**config.mk**
```make
export PLATFORM = sky130hd
export DESIGN_NAME = sync_mod_counter
export DESIGN_NICKNAME = d
export VERILOG_FILES = /design/src/rtl/counter_pkg.sv /design/src/rtl/cnt_prescaler.sv /design/src/rtl/sync_mod_counter.sv
export SDC_FILE = /design/constraint.sdc
export NUM_CORES = 1
export LEC_CHECK = 0
export ABC_AREA = 1
export CAP_MARGIN = 20
export CORE_UTILIZATION = 45
export CTS_CLUSTER_DIAMETER = 40
export DETAILED_ROUTE_END_ITERATION = 16
export DONT_BUFFER_PORTS = 1
export PLACE_DENSITY = 0.59
export SETUP_SLACK_MARGIN = 0.1
export SKIP_LAST_GASP = 1
export SLEW_MARGIN = 20
export SYNTH_ARGS = -nofsm -noshare
export SYNTH_HDL_FRONTEND = slang
export SYNTH_HIERARCHICAL = 1
export SYNTH_SLANG_ARGS = --single-unit
export TNS_END_PERCENT = 30
```
**constraint.sdc**
```tcl
create_clock -name clk -period 3.6 [get_ports clk]
set_input_delay 0.9 -clock clk [delete_from_list [all_inputs] [get_ports clk]]
set_output_delay 0.9 -clock clk [all_outputs]
set_load 0.02 [all_outputs]
```
**src/rtl/counter_pkg.sv**
```systemverilog
// Shared constants and helpers for the synchronous modulo counter.
package counter_pkg;

    localparam int unsigned WIDTH_MIN = 2;
    localparam int unsigned WIDTH_MAX = 32;

    localparam logic CNT_UP = 1'b1;
    localparam logic CNT_DN = 1'b0;

    // Highest reachable count: modulus-1, or all ones of `width` bits when modulus is 0.
    function automatic logic [WIDTH_MAX-1:0] cnt_last(input logic [WIDTH_MAX-1:0] modulus,
                                                      input int unsigned width);
        logic [WIDTH_MAX-1:0] full;
        full = (width >= WIDTH_MAX) ? '1 : ((WIDTH_MAX'(1) << width) - WIDTH_MAX'(1));
        return (modulus != '0) ? (modulus - WIDTH_MAX'(1)) : full;
    endfunction

endpackage

```
**src/rtl/cnt_prescaler.sv**
```systemverilog
// Enable-gated prescaler: asserts tick once every prescale+1 enabled cycles.
module cnt_prescaler #(
    parameter int unsigned PRESCALE_W = 4
) (
    input  logic                  clk,
    input  logic                  rst,
    input  logic                  en,
    input  logic                  clr,
    input  logic [PRESCALE_W-1:0] prescale,
    output logic                  tick
);

    logic [PRESCALE_W-1:0] ps_q, ps_d;

    assign tick = (ps_q == prescale);

    always_comb begin
        ps_d = ps_q;
        if (clr) begin
            ps_d = '0;
        end else if (en) begin
            ps_d = tick ? '0 : ps_q + PRESCALE_W'(1);
        end
    end

    always_ff @(posedge clk) begin
        if (rst) begin
            ps_q <= '0;
        end else begin
            ps_q <= ps_d;
        end
    end

endmodule

```
**src/rtl/sync_mod_counter.sv**
```systemverilog
// Synchronous modulo-N up/down counter with load, terminal count and wrap pulse.
// Optional prescaler compiled in with SYNC_MOD_COUNTER_PRESCALE_EN.
module sync_mod_counter #(
    parameter int unsigned WIDTH      = 8,
    parameter int unsigned PRESCALE_W = 4
) (
    input  logic                  clk,
    input  logic                  rst,
    input  logic                  en,
    input  logic                  up_dn,
    input  logic                  load,
    input  logic [WIDTH-1:0]      load_val,
    input  logic [WIDTH-1:0]      modulus,
`ifdef SYNC_MOD_COUNTER_PRESCALE_EN
    input  logic [PRESCALE_W-1:0] prescale,
`endif
    output logic [WIDTH-1:0]      count,
    output logic                  tc,
    output logic                  wrap
);

    import counter_pkg::*;

    if (WIDTH < WIDTH_MIN || WIDTH > WIDTH_MAX || PRESCALE_W < 1) begin : g_bad_params
        $error("sync_mod_counter: illegal WIDTH or PRESCALE_W");
    end

    logic [WIDTH-1:0] count_q, count_d;
    logic             wrap_q, wrap_d;
    logic [WIDTH-1:0] last;
    logic             tick;
    logic             step;

    assign last = WIDTH'(cnt_last(WIDTH_MAX'(modulus), WIDTH));

`ifdef SYNC_MOD_COUNTER_PRESCALE_EN
    cnt_prescaler #(
        .PRESCALE_W (PRESCALE_W)
    ) u_prescaler (
        .clk      (clk),
        .rst      (rst),
        .en       (en),
        .clr      (load),
        .prescale (prescale),
        .tick     (tick)
    );
`else
    assign tick = 1'b1;
`endif

    assign step = en && tick;

    always_comb begin
        count_d = count_q;
        wrap_d  = 1'b0;
        if (load) begin
            count_d = (load_val > last) ? last : load_val;
        end else if (step) begin
            if (up_dn == CNT_UP) begin
                if (count_q >= last) begin
                    count_d = '0;
                    wrap_d  = 1'b1;
                end else begin
                    count_d = count_q + WIDTH'(1);
                end
            end else begin
                if (count_q == '0) begin
                    count_d = last;
                    wrap_d  = 1'b1;
                end else if (count_q > last) begin
                    // Modulus was lowered under us: clamp without signalling a wrap.
                    count_d = last;
                end else begin
                    count_d = count_q - WIDTH'(1);
                end
            end
        end
    end

    always_ff @(posedge clk) begin
        if (rst) begin
            count_q <= '0;
            wrap_q  <= 1'b0;
        end else begin
            count_q <= count_d;
            wrap_q  <= wrap_d;
        end
    end

    assign count = count_q;
    assign wrap  = wrap_q;
    assign tc    = (up_dn == CNT_UP) ? (count_q == last) : (count_q == '0);

endmodule

```
==> results of run 1 <==
state kept, by name (all words and copies together) (netlist names):
name   cells
wrap       1
count      8
how the worst max path moves through the flow:
stage,from,to,slack (ns),depth (start not counted)
floorplan,modulus[0],tc,0.21,10
global placement,modulus[0],tc,0.21,11
detailed placement,modulus[2],tc,0.16,12
CTS,modulus[2],tc,0.15,12
global route,modulus[1],tc,0.08,11
finish,modulus[1],tc,0.18,11
timing repair:
item,CTS,global route
buffers inserted,0,1
setup endpoints to repair,0,1
endpoints found under the hold margin,0,0
gates resized for setup,0,15
final cells by class:
cell class	instances	area, sq um
fill	373	1600
timing repair buffer	9	67.6
multi-input combinational	232	1340
sequential	9	180
inverter	36	140
tap	46	57.6
clock buffer	4	26.3
cells in the final DEF, fill, tap and decap left out, types with 2 or more instances in the layout:
cell type / instances
nor3_4: 2
nor2_2: 3
nand2_1: 74
ha_1: 19
inv_2: 5
nand4_1: 6
o21ai_0: 13
a21oi_1: 22
nand3_2: 5
xor2_1: 5
nor2_1: 30
clkbuf_4: 3
buf_4: 9
nand2_2: 3
o21a_1: 2
inv_1: 28
dfxtp_1: 9
nor3_1: 3
nand3_1: 31
routing by layer:
layer / vias to the layer above / GRT usage
met5: - / 0
met4: 0 / 0.0291
met3: 2 / 0.0588
met2: 42 / 0.407
met1: 818 / 0.332
li1: 947 / -
where the power goes:
| group | internal [mW] | switching (mW) | total (mW) | leakage, nW |
|---|---|---|---|---|
| Clock | 0.0428 | 0.0368 | 0.0796 | 0.0150 |
| Combinational | 0.112 | 0.184 | 0.296 | 0.841 |
| Sequential | 0.110 | 0.0341 | 0.144 | 0.0745 |
| Total | 0.265 | 0.255 | 0.520 | 0.931 |
cell families after synthesis:
kind of cell	Yosys count
flip-flops	9
AO/OA/AOI/OAI	41
buffers and inverters	42
AND/OR/NAND/NOR	164
XOR/XNOR	6
adder cells (fa/ha/maj)	21
critical path, delay by kind of cell:
kind / cells / cell delay (ns)
compound gates: 1 / 0.17
fa+ha+maj: 2 / 0.52
simple gates: 5 / 0.58
buf+inv: 3 / 0.35
==> metrics.csv, run 1 <==
stage;metric;value;unit
sta;total negative slack;0;ns
logic_synthesis;post-synthesis mux area share;0;
clock_tree;clock sink count;9;
logic_synthesis;compound-gate portion of the synthesized area;0.132;
clock_tree;clk_lat worst skew;0.27;ns
outcome;outcome;completed;
die;DIE WIDTH;62.3;um
sta;Tightest Pin Transition;0.634;ns
setup_path;crit path max fanout;4;
global_routing;largest net degree at the start of global routing;14;
setup_path;critical path, cell by cell;inv_1, ha_2, nand2_1, nor3_4, nor3_2, ha_1, nand2_1, inv_1, nand4_1, o21ai_2, buf_4;
detailed_routing;M1 WL;2210;um
cells_and_area;fin cells;336;
sta;final setup margin;0.178;ns
sta;Final min period;3.42;ns
clock_tree;Longest Clk Path Bufs;2;
sta;unrepaired setup endpoints after global routing;no;
setup_path;RR Endpoint;count[3];
logic_synthesis;Cell Area, Synth;1640;sq um
sta;final worst path period share;0.951;
logic_synthesis;Distinct cells, synth;30;
detailed_routing;top sig layer;met4;
cells_and_area;Antenna Diode Count;0;
logic_synthesis;top_reg_cell synth;dfxtp_1;
detailed_routing;drt pass-1 iters;4;
cells_and_area;fin nets;333;
global_routing;GRT Util Overall;0.246;
logic_synthesis;main combinational cell family by area after synthesis;simple AND/OR/NAND/NOR gates;
logic_synthesis;syn_nets;325;
sta;Slew HR;0.577;
placement;Cells after DPL;331;
cells_and_area;share of cells above drive strength 1;0.141;
global_routing;vias in the first global route;1676;
logic_synthesis;Post-Synth Adder-Cell Area;0.161;
die;die area;3880;sq um
setup_path;Worst R2R Path Depth;11;
die;io pins;31;
sta;hold_ws;0.601;ns
placement;Final Wtd Congestion;0.885;
clock_tree;total CTS buffers;3;
sta;Final setup viols;0;
sta;Worst Skew;0.00838;ns
global_routing;initial antenna violation count;0;
setup_path;worst endpoint required time;2.70;ns
hold_path;Hold Path Origin;count[3];
die;CORE AREA;3420;sq um
placement;PortBufs;0;
placement;dpl hpwl;3620;um
detailed_routing;post-route antenna net violation count;0;
logic_synthesis;largest area contributor in the netlist;nand2_1;
logic_synthesis;share of the synthesized area in the top cell type;0.172;
hold_path;Min-Delay Path Class;reg -> reg;
placement;Area after DPL;1720;sq um
detailed_routing;met2 wire length;2020;um
detailed_routing;final WL;4550;um
clock_tree;Hold-fix buffers, CTS;0;
logic_synthesis;top cells by count, synth;nand2_1 (75), nand3_1 (35), nor2_1 (33);
cells_and_area;fin area;1810;sq um
setup_path;r2r setup slk;1.38;ns
setup_path;crit path kind;in -> out;
die;FP Rows;21;
sta;Fmax achieved;292;MHz
setup_path;slowest cell delay on critical path;0.30;ns
die;Starting Density;0.479;
setup_path;crit path DAT;2.52;ns
logic_synthesis;ys async rst share;0;
logic_synthesis;Mapped Cells;283;
sta;Final Max Slew Viols;0;
detailed_routing;Routed WL per cell;13.5;um
sta;Hold Fails Final Rpt;0;
pwr;Pwr Density;287;nW/um^2
pwr;Max VDD drop;0.233;mV
logic_synthesis;synthesis warning total;6;
clock_tree;root buffer cell;clkbuf_4;
logic_synthesis;Seq/Total Area, Yosys;0.110;
hold_path;WHS Path Cells;2;
detailed_routing;via count;1809;
detailed_routing;DRC viols;0;
global_routing;grt ovf;0;
logic_synthesis;Mapped Avg Cell Area;5.78;sq um
logic_synthesis;largest cells by area after synthesis;nand2_1 (17%), ha_1 (16%), dfxtp_1 (11%);
pwr;Leak;0.931;nW
logic_synthesis;post-synthesis simple-gate area fraction;0.462;
setup_path;slowest stage cell on the critical path;ha_1;
placement;Place WS;0.157;ns
clock_tree;H-Tree Depth;1;
setup_path;Setup crit end kind;output pin;
detailed_routing;via/cell ratio;5.38;
clock_tree;Worst-path clk slew;0.06;ns
setup_path;r2r startpoint;count[4];
hold_path;Min-Delay Endpoint;count[3];
clock_tree;TritonCTS clock tree;built;
global_routing;first-pass GRT wire length;7610;um
logic_synthesis;Post-synth EDFFs;0;
logic_synthesis;XOR/XNOR share of the synthesized area;0.0321;
cells_and_area;Layout area overhead;10.9;%
setup_path;CP Launch Type;input pin;
die;Die Height;62.3;um
logic_synthesis;top-count cell post-synth;nand2_1;
logic_synthesis;synthesized flop and latch total;9;
flow_run;maxcap violations;0;
cells_and_area;final core area utilization;0.531;
pwr;Tot Pwr;0.520;mW
detailed_routing;WL met3;301;um
detailed_routing;Iteration-0 DRC Markers;86;
(Power assumes the default switching activity.)
==> run 2: changes to the inputs <==
Settings changed: CORE_ASPECT_RATIO set to 0.8, CORE_MARGIN set to 8.
==> metrics.csv, run 2 (synthesized netlist as in run 1, its figures left out) <==
stage;metric;value;unit;change
die;Die Height;69.9;um;was 62.3 um
cells_and_area;most frequent cells in the layout;nand2_1 (73), nand3_1 (31), nor2_1 (30);;was nand2_1 (74), nand3_1 (31), nor2_1 (30)
die;die area;5830;sq um;was 3880 sq um
detailed_routing;drt pass-1 iters;4;;unchanged
cells_and_area;Largest register FFs;8;;unchanged
setup_path;crit path max fanout;5;;was 4
setup_path;Setup crit end kind;output pin;;unchanged
global_routing;initial antenna violation count;0;;unchanged
hold_path;Min-Delay Path Class;reg -> reg;;unchanged
detailed_routing;final WL;4830;um;was 4550 um
sta;Tightest Pin Transition;0.599;ns;was 0.634 ns
cells_and_area;Layout area overhead;12.5;%;was 10.9%
global_routing;grt ovf;0;;unchanged
sta;hold_ws;0.709;ns;was 0.601 ns
clock_tree;TritonCTS clock tree;built;;unchanged
sta;Final min period;3.42;ns;about the same
die;io pins;31;;unchanged
die;FP Rows;19;;was 21
cells_and_area;most common cell after layout, fill and taps aside;nand2_1;;unchanged
placement;Cells after DPL;326;;was 331
cells_and_area;fin nets;331;;was 333
global_routing;largest net degree at the start of global routing;14;;unchanged
clock_tree;Longest Clk Path Bufs;2;;unchanged
cells_and_area;final core area utilization;0.534;;was 0.531
detailed_routing;Routed WL per cell;14.6;um;was 13.5 um
global_routing;first-pass GRT wire length;8110;um;was 7610 um
pwr;Leak;0.928;nW;was 0.931 nW
pwr;internal power;0.301;mW;was 0.265 mW
setup_path;worst endpoint required time;2.70;ns;about the same
sta;unrepaired setup endpoints after global routing;yes;;was no
placement;Final Wtd Congestion;0.841;;was 0.885
clock_tree;clk_lat worst skew;0.24;ns;was 0.27 ns
sta;final worst path period share;0.951;;about the same
detailed_routing;via count;1800;;was 1,809
cells_and_area;share of cells above drive strength 1;0.142;;was 0.141
setup_path;crit path DAT;2.52;ns;about the same
cells_and_area;fin cells;330;;was 336
clock_tree;Worst-path clk slew;0.04;ns;was 0.06 ns
detailed_routing;via/cell ratio;5.45;;was 5.38
cells_and_area;Antenna Diode Count;0;;unchanged
clock_tree;H-Tree Depth;1;;unchanged
sta;Hold Fails Final Rpt;0;;unchanged
die;DIE WIDTH;83.4;um;was 62.3 um
pwr;Sw Ratio;0.468;;was 0.490
pwr;Pwr Density;306;nW/um^2;was 287 nW/um^2
clock_tree;total CTS buffers;3;;unchanged
clock_tree;clock sink count;9;;unchanged
sta;Slew HR;0.600;;was 0.577
clock_tree;Post-CTS Setup Inserts;0;;unchanged
placement;Area after DPL;1710;sq um;was 1720 sq um
pwr;combinational share of power;0.528;;was 0.569
die;CORE AREA;3450;sq um;was 3420 sq um
global_routing;vias in the first global route;1647;;was 1,676
cells_and_area;fin area;1840;sq um;was 1810 sq um
pwr;Tot Pwr;0.564;mW;was 0.520 mW
die;Starting Density;0.475;;was 0.479
clock_tree;post-cts sizing count;0;;unchanged
placement;dpl hpwl;3950;um;was 3620 um
setup_path;CP Launch Type;input pin;;unchanged
placement;Place WS;0.136;ns;was 0.157 ns
sta;Final Max Slew Viols;0;;unchanged
clock_tree;Hold-fix buffers, CTS;0;;unchanged
clock_tree;root buffer cell;clkbuf_8;;was clkbuf_4
detailed_routing;DRC viols;0;;unchanged
global_routing;GRT Util Overall;0.163;;was 0.246
sta;Worst Skew;0.00213;ns;was 0.00838 ns
sta;total negative slack;0;ns;unchanged
placement;PortBufs;0;;unchanged
flow_run;maxcap violations;0;;unchanged
sta;final setup margin;0.176;ns;was 0.178 ns
sta;Fmax achieved;292;MHz;about the same
pwr;P_sw;0.264;mW;was 0.255 mW
pwr;Max VDD drop;0.204;mV;was 0.233 mV
setup_path;crit path kind;in -> out;;unchanged
detailed_routing;post-route antenna net violation count;0;;unchanged
detailed_routing;Iteration-0 DRC Markers;127;;was 86
pwr;clock power share;0.211;;was 0.153
outcome;outcome;completed;;unchanged
pwr;Flop pwr share;0.261;;was 0.278
sta;Final setup viols;0;;unchanged
==> run 2: power by group through the flow <==
stage | Combinational, mW | Sequential [mW] | Clock (mW)
4_1_cts | 0.288 | 0.148 | 0.119
3_3_place_gp | 0.286 | 0.150 | 0
2_1_floorplan | 0.235 | 0.137 | 0
5_1_grt | 0.345 | 0.150 | 0.124
3_5_place_dp | 0.286 | 0.150 | 0
6_report | 0.298 | 0.147 | 0.119
==> run 2: area by class of cell <==
class	instances	area, sq um
timing repair buffer	7	52.6
inverter	36	144
tap	42	52.6
clock buffer	4	45.0
multi-input combinational	232	1370
fill	364	1610
sequential	9	180
==> run 2: worst max-delay path: stages <==
cell	delay (ns)
clkinvlp_4	0.13
ha_4	0.21
nand3_1	0.10
o21ai_1	0.09
nand3_2	0.09
inv_1	0.06
ha_1	0.26
nand2_1	0.07
nor2_2	0.13
nand4_1	0.13
o21ai_1	0.18
buf_4	0.17
==> run 2: per-layer routing <==
metal / GRT usage / up-vias / routed length (um)
met2: 0.236 / 42 / 2050
li1: - / 945 / -
met4: 0.0115 / 0 / 0
met5: 0 / - / 0
met3: 0.0521 / 0 / 419
met1: 0.234 / 813 / 2360
==> run 2: final timing paths <==
kind,slack (ns),cells past startpoint,end,from
worst max-delay path,0.18,12,tc,modulus[0]
worst min-delay path,0.71,2,count[7],count[7]
worst max register to register,1.41,12,count[2],count[4]
worst min register to register,0.71,2,count[7],count[7]
==> run 3: changes to the inputs <==
Settings changed: PLACE_DENSITY 0.59 to unset.
==> metrics.csv, run 3 (synthesized netlist as in run 1, its figures left out) <==
stage;metric;value;unit;change
setup_path;crit path DAT;2.49;ns;was 2.52 ns
setup_path;Setup crit end kind;output pin;;unchanged
sta;final worst path period share;0.942;;was 0.951
die;CORE AREA;3450;sq um;unchanged
cells_and_area;fin cells;331;;was 330
placement;PortBufs;0;;unchanged
setup_path;crit path max fanout;4;;was 5
cells_and_area;Layout area overhead;13.1;%;was 12.5%
cells_and_area;Register Area;180;sq um;unchanged
setup_path;critical path, cell by cell;clkinvlp_4, ha_4, nand2_1, nor3_4, nor3_2, ha_1, nand2_1, nor2_2, nand4_1, o21ai_1, buf_4;;was clkinvlp_4, ha_4, nand3_1, o21ai_1, nand3_2, inv_1, ha_1, nand2_1, nor2_2, nand4_1, o21ai_1, buf_4
clock_tree;root buffer cell;clkbuf_8;;unchanged
sta;Tightest Pin Transition;0.620;ns;was 0.599 ns
global_routing;initial antenna violation count;0;;unchanged
placement;dpl hpwl;3810;um;was 3950 um
detailed_routing;via count;1789;;was 1,800
sta;unrepaired setup endpoints after global routing;no;;was yes
detailed_routing;final WL;4720;um;was 4830 um
sta;Hold Fails Final Rpt;0;;unchanged
cells_and_area;fin nets;332;;was 331
setup_path;CP bufs+invs;2;;was 3
clock_tree;Worst-path clk slew;0.05;ns;was 0.04 ns
global_routing;largest net degree at the start of global routing;14;;unchanged
pwr;Leak;0.934;nW;was 0.928 nW
die;io pins;31;;unchanged
sta;Final min period;3.39;ns;was 3.42 ns
clock_tree;TritonCTS clock tree;built;;unchanged
global_routing;first-pass GRT wire length;7890;um;was 8110 um
die;Die Height;69.9;um;unchanged
global_routing;GRT Util Overall;0.158;;was 0.163
setup_path;crit path kind;in -> out;;unchanged
detailed_routing;via/cell ratio;5.40;;was 5.45
cells_and_area;share of cells above drive strength 1;0.152;;was 0.142
pwr;Pwr Density;303;nW/um^2;was 306 nW/um^2
detailed_routing;Iteration-0 DRC Markers;130;;was 127
setup_path;slowest stage cell on the critical path;nor3_4;;was ha_1
setup_path;family with the most delay on the worst path;simple AND/OR/NAND/NOR gates;;unchanged
global_routing;grt ovf;0;;unchanged
clock_tree;H-Tree Depth;1;;unchanged
die;DIE WIDTH;83.4;um;unchanged
die;FP Rows;19;;unchanged
detailed_routing;Routed WL per cell;14.3;um;was 14.6 um
cells_and_area;area taken by multi-input logic gates;1370;sq um;about the same
placement;Cells after DPL;325;;was 326
sta;final setup margin;0.210;ns;was 0.176 ns
setup_path;most used cell, CP;nand2_1;;was o21ai_1
hold_path;Min-Delay Path Class;reg -> reg;;unchanged
flow_run;maxcap violations;0;;unchanged
detailed_routing;post-route antenna net violation count;0;;unchanged
cells_and_area;Largest register FFs;8;;unchanged
die;die area;5830;sq um;unchanged
sta;Slew HR;0.586;;was 0.600
sta;Fmax achieved;295;MHz;was 292 MHz
clock_tree;clk_lat worst skew;0.23;ns;was 0.24 ns
sta;Worst Skew;0.000585;ns;was 0.00213 ns
clock_tree;total CTS buffers;3;;unchanged
setup_path;CP Launch Type;input pin;;unchanged
cells_and_area;Antenna Diode Count;0;;unchanged
sta;total negative slack;0;ns;unchanged
outcome;outcome;completed;;unchanged
cells_and_area;most frequent cells in the layout;nand2_1 (73), nand3_1 (31), nor2_1 (29);;was nand2_1 (73), nand3_1 (31), nor2_1 (30)
placement;Final Wtd Congestion;0.830;;was 0.841
setup_path;worst endpoint required time;2.70;ns;about the same
global_routing;vias in the first global route;1618;;was 1,647
setup_path;slowest cell delay on critical path;0.28;ns;was 0.26 ns
placement;Place WS;0.179;ns;was 0.136 ns
detailed_routing;DRC viols;0;;unchanged
clock_tree;clock sink count;9;;unchanged
die;Starting Density;0.475;;unchanged
cells_and_area;fillcell total;364;;unchanged
sta;Final Max Slew Viols;0;;unchanged
clock_tree;Longest Clk Path Bufs;2;;unchanged
setup_path;r2r setup slk;1.38;ns;was 1.41 ns
cells_and_area;most common cell after layout, fill and taps aside;nand2_1;;unchanged
detailed_routing;drt pass-1 iters;4;;unchanged
pwr;Max VDD drop;0.213;mV;was 0.204 mV
sta;Final setup viols;0;;unchanged
==> run 3: worst paths after layout <==
path                    from        to  cells past startpoint
hold / removal      count[7]  count[7]                      2
setup reg to reg    count[3]  count[4]                     14
setup / recovery  modulus[0]        tc                     11
hold reg to reg     count[7]  count[7]                      2
==> run 3: per-layer routing <==
layer / GRT usage / vias to the layer above / wire length, um
met1: 0.233 / 810 / 2430
met3: 0.0452 / 0 / 304
li1: - / 947 / -
met4: 0.00574 / 0 / 0
met2: 0.227 / 32 / 1990
met5: 0 / - / 0
==> run 3: cell type report <==
| type | instances | share of cell area |
|---|---|---|
| Inverter | 36 | 0.0778 |
| Clock buffer | 4 | 0.0243 |
| Sequential cell | 9 | 0.0974 |
| Timing Repair Buffer | 8 | 0.0325 |
| Tap cell | 42 | 0.0284 |
| Multi-Input combinational cell | 232 | 0.740 |
==> run 3: worst reg2reg max path, stage by stage (launching register included) <==
cell	delay, ns
dfxtp_1	0.71
ha_1	0.36
nand2_1	0.06
inv_1	0.04
nand2_1	0.06
nand2_1	0.05
nand2_1	0.07
nand2_1	0.08
nand2_2	0.16
nand2_4	0.12
nand2_1	0.08
nand3_1	0.06
nand2_1	0.10
nand2_1	0.07
a21oi_1	0.12
==> run 3: per-stage QoR <==
| step | util | hold slack (ns) | instance area (sq um) | total power [mW] |
|---|---|---|---|---|
| 3_5_place_dp | 0.494 | 0.701 | 1700 | 0.433 |
| 5_1_grt | 0.537 | 0.737 | 1850 | 0.619 |
| 4_1_cts | 0.507 | 0.707 | 1750 | 0.552 |
| 6_report | 0.537 | 0.705 | 1850 | 0.561 |
| 3_3_place_gp | 0.494 | 0.701 | 1700 | 0.433 |
| 2_1_floorplan | - | 0.643 | 1640 | 0.373 |
==> run 3: what timing repair did <==
item	4_1_cts	5_1_grt
buffers inserted	0	2
hold buffers	0	0
resized for setup	0	21
setup endpoints to repair	0	1
==> run 3: power by group <==
group | internal, mW | leakage, nW | switching [mW]
Sequential | 0.111 | 0.0745 | 0.0388
Combinational | 0.112 | 0.837 | 0.181
Clock | 0.0773 | 0.0228 | 0.0413
Total | 0.300 | 0.934 | 0.261
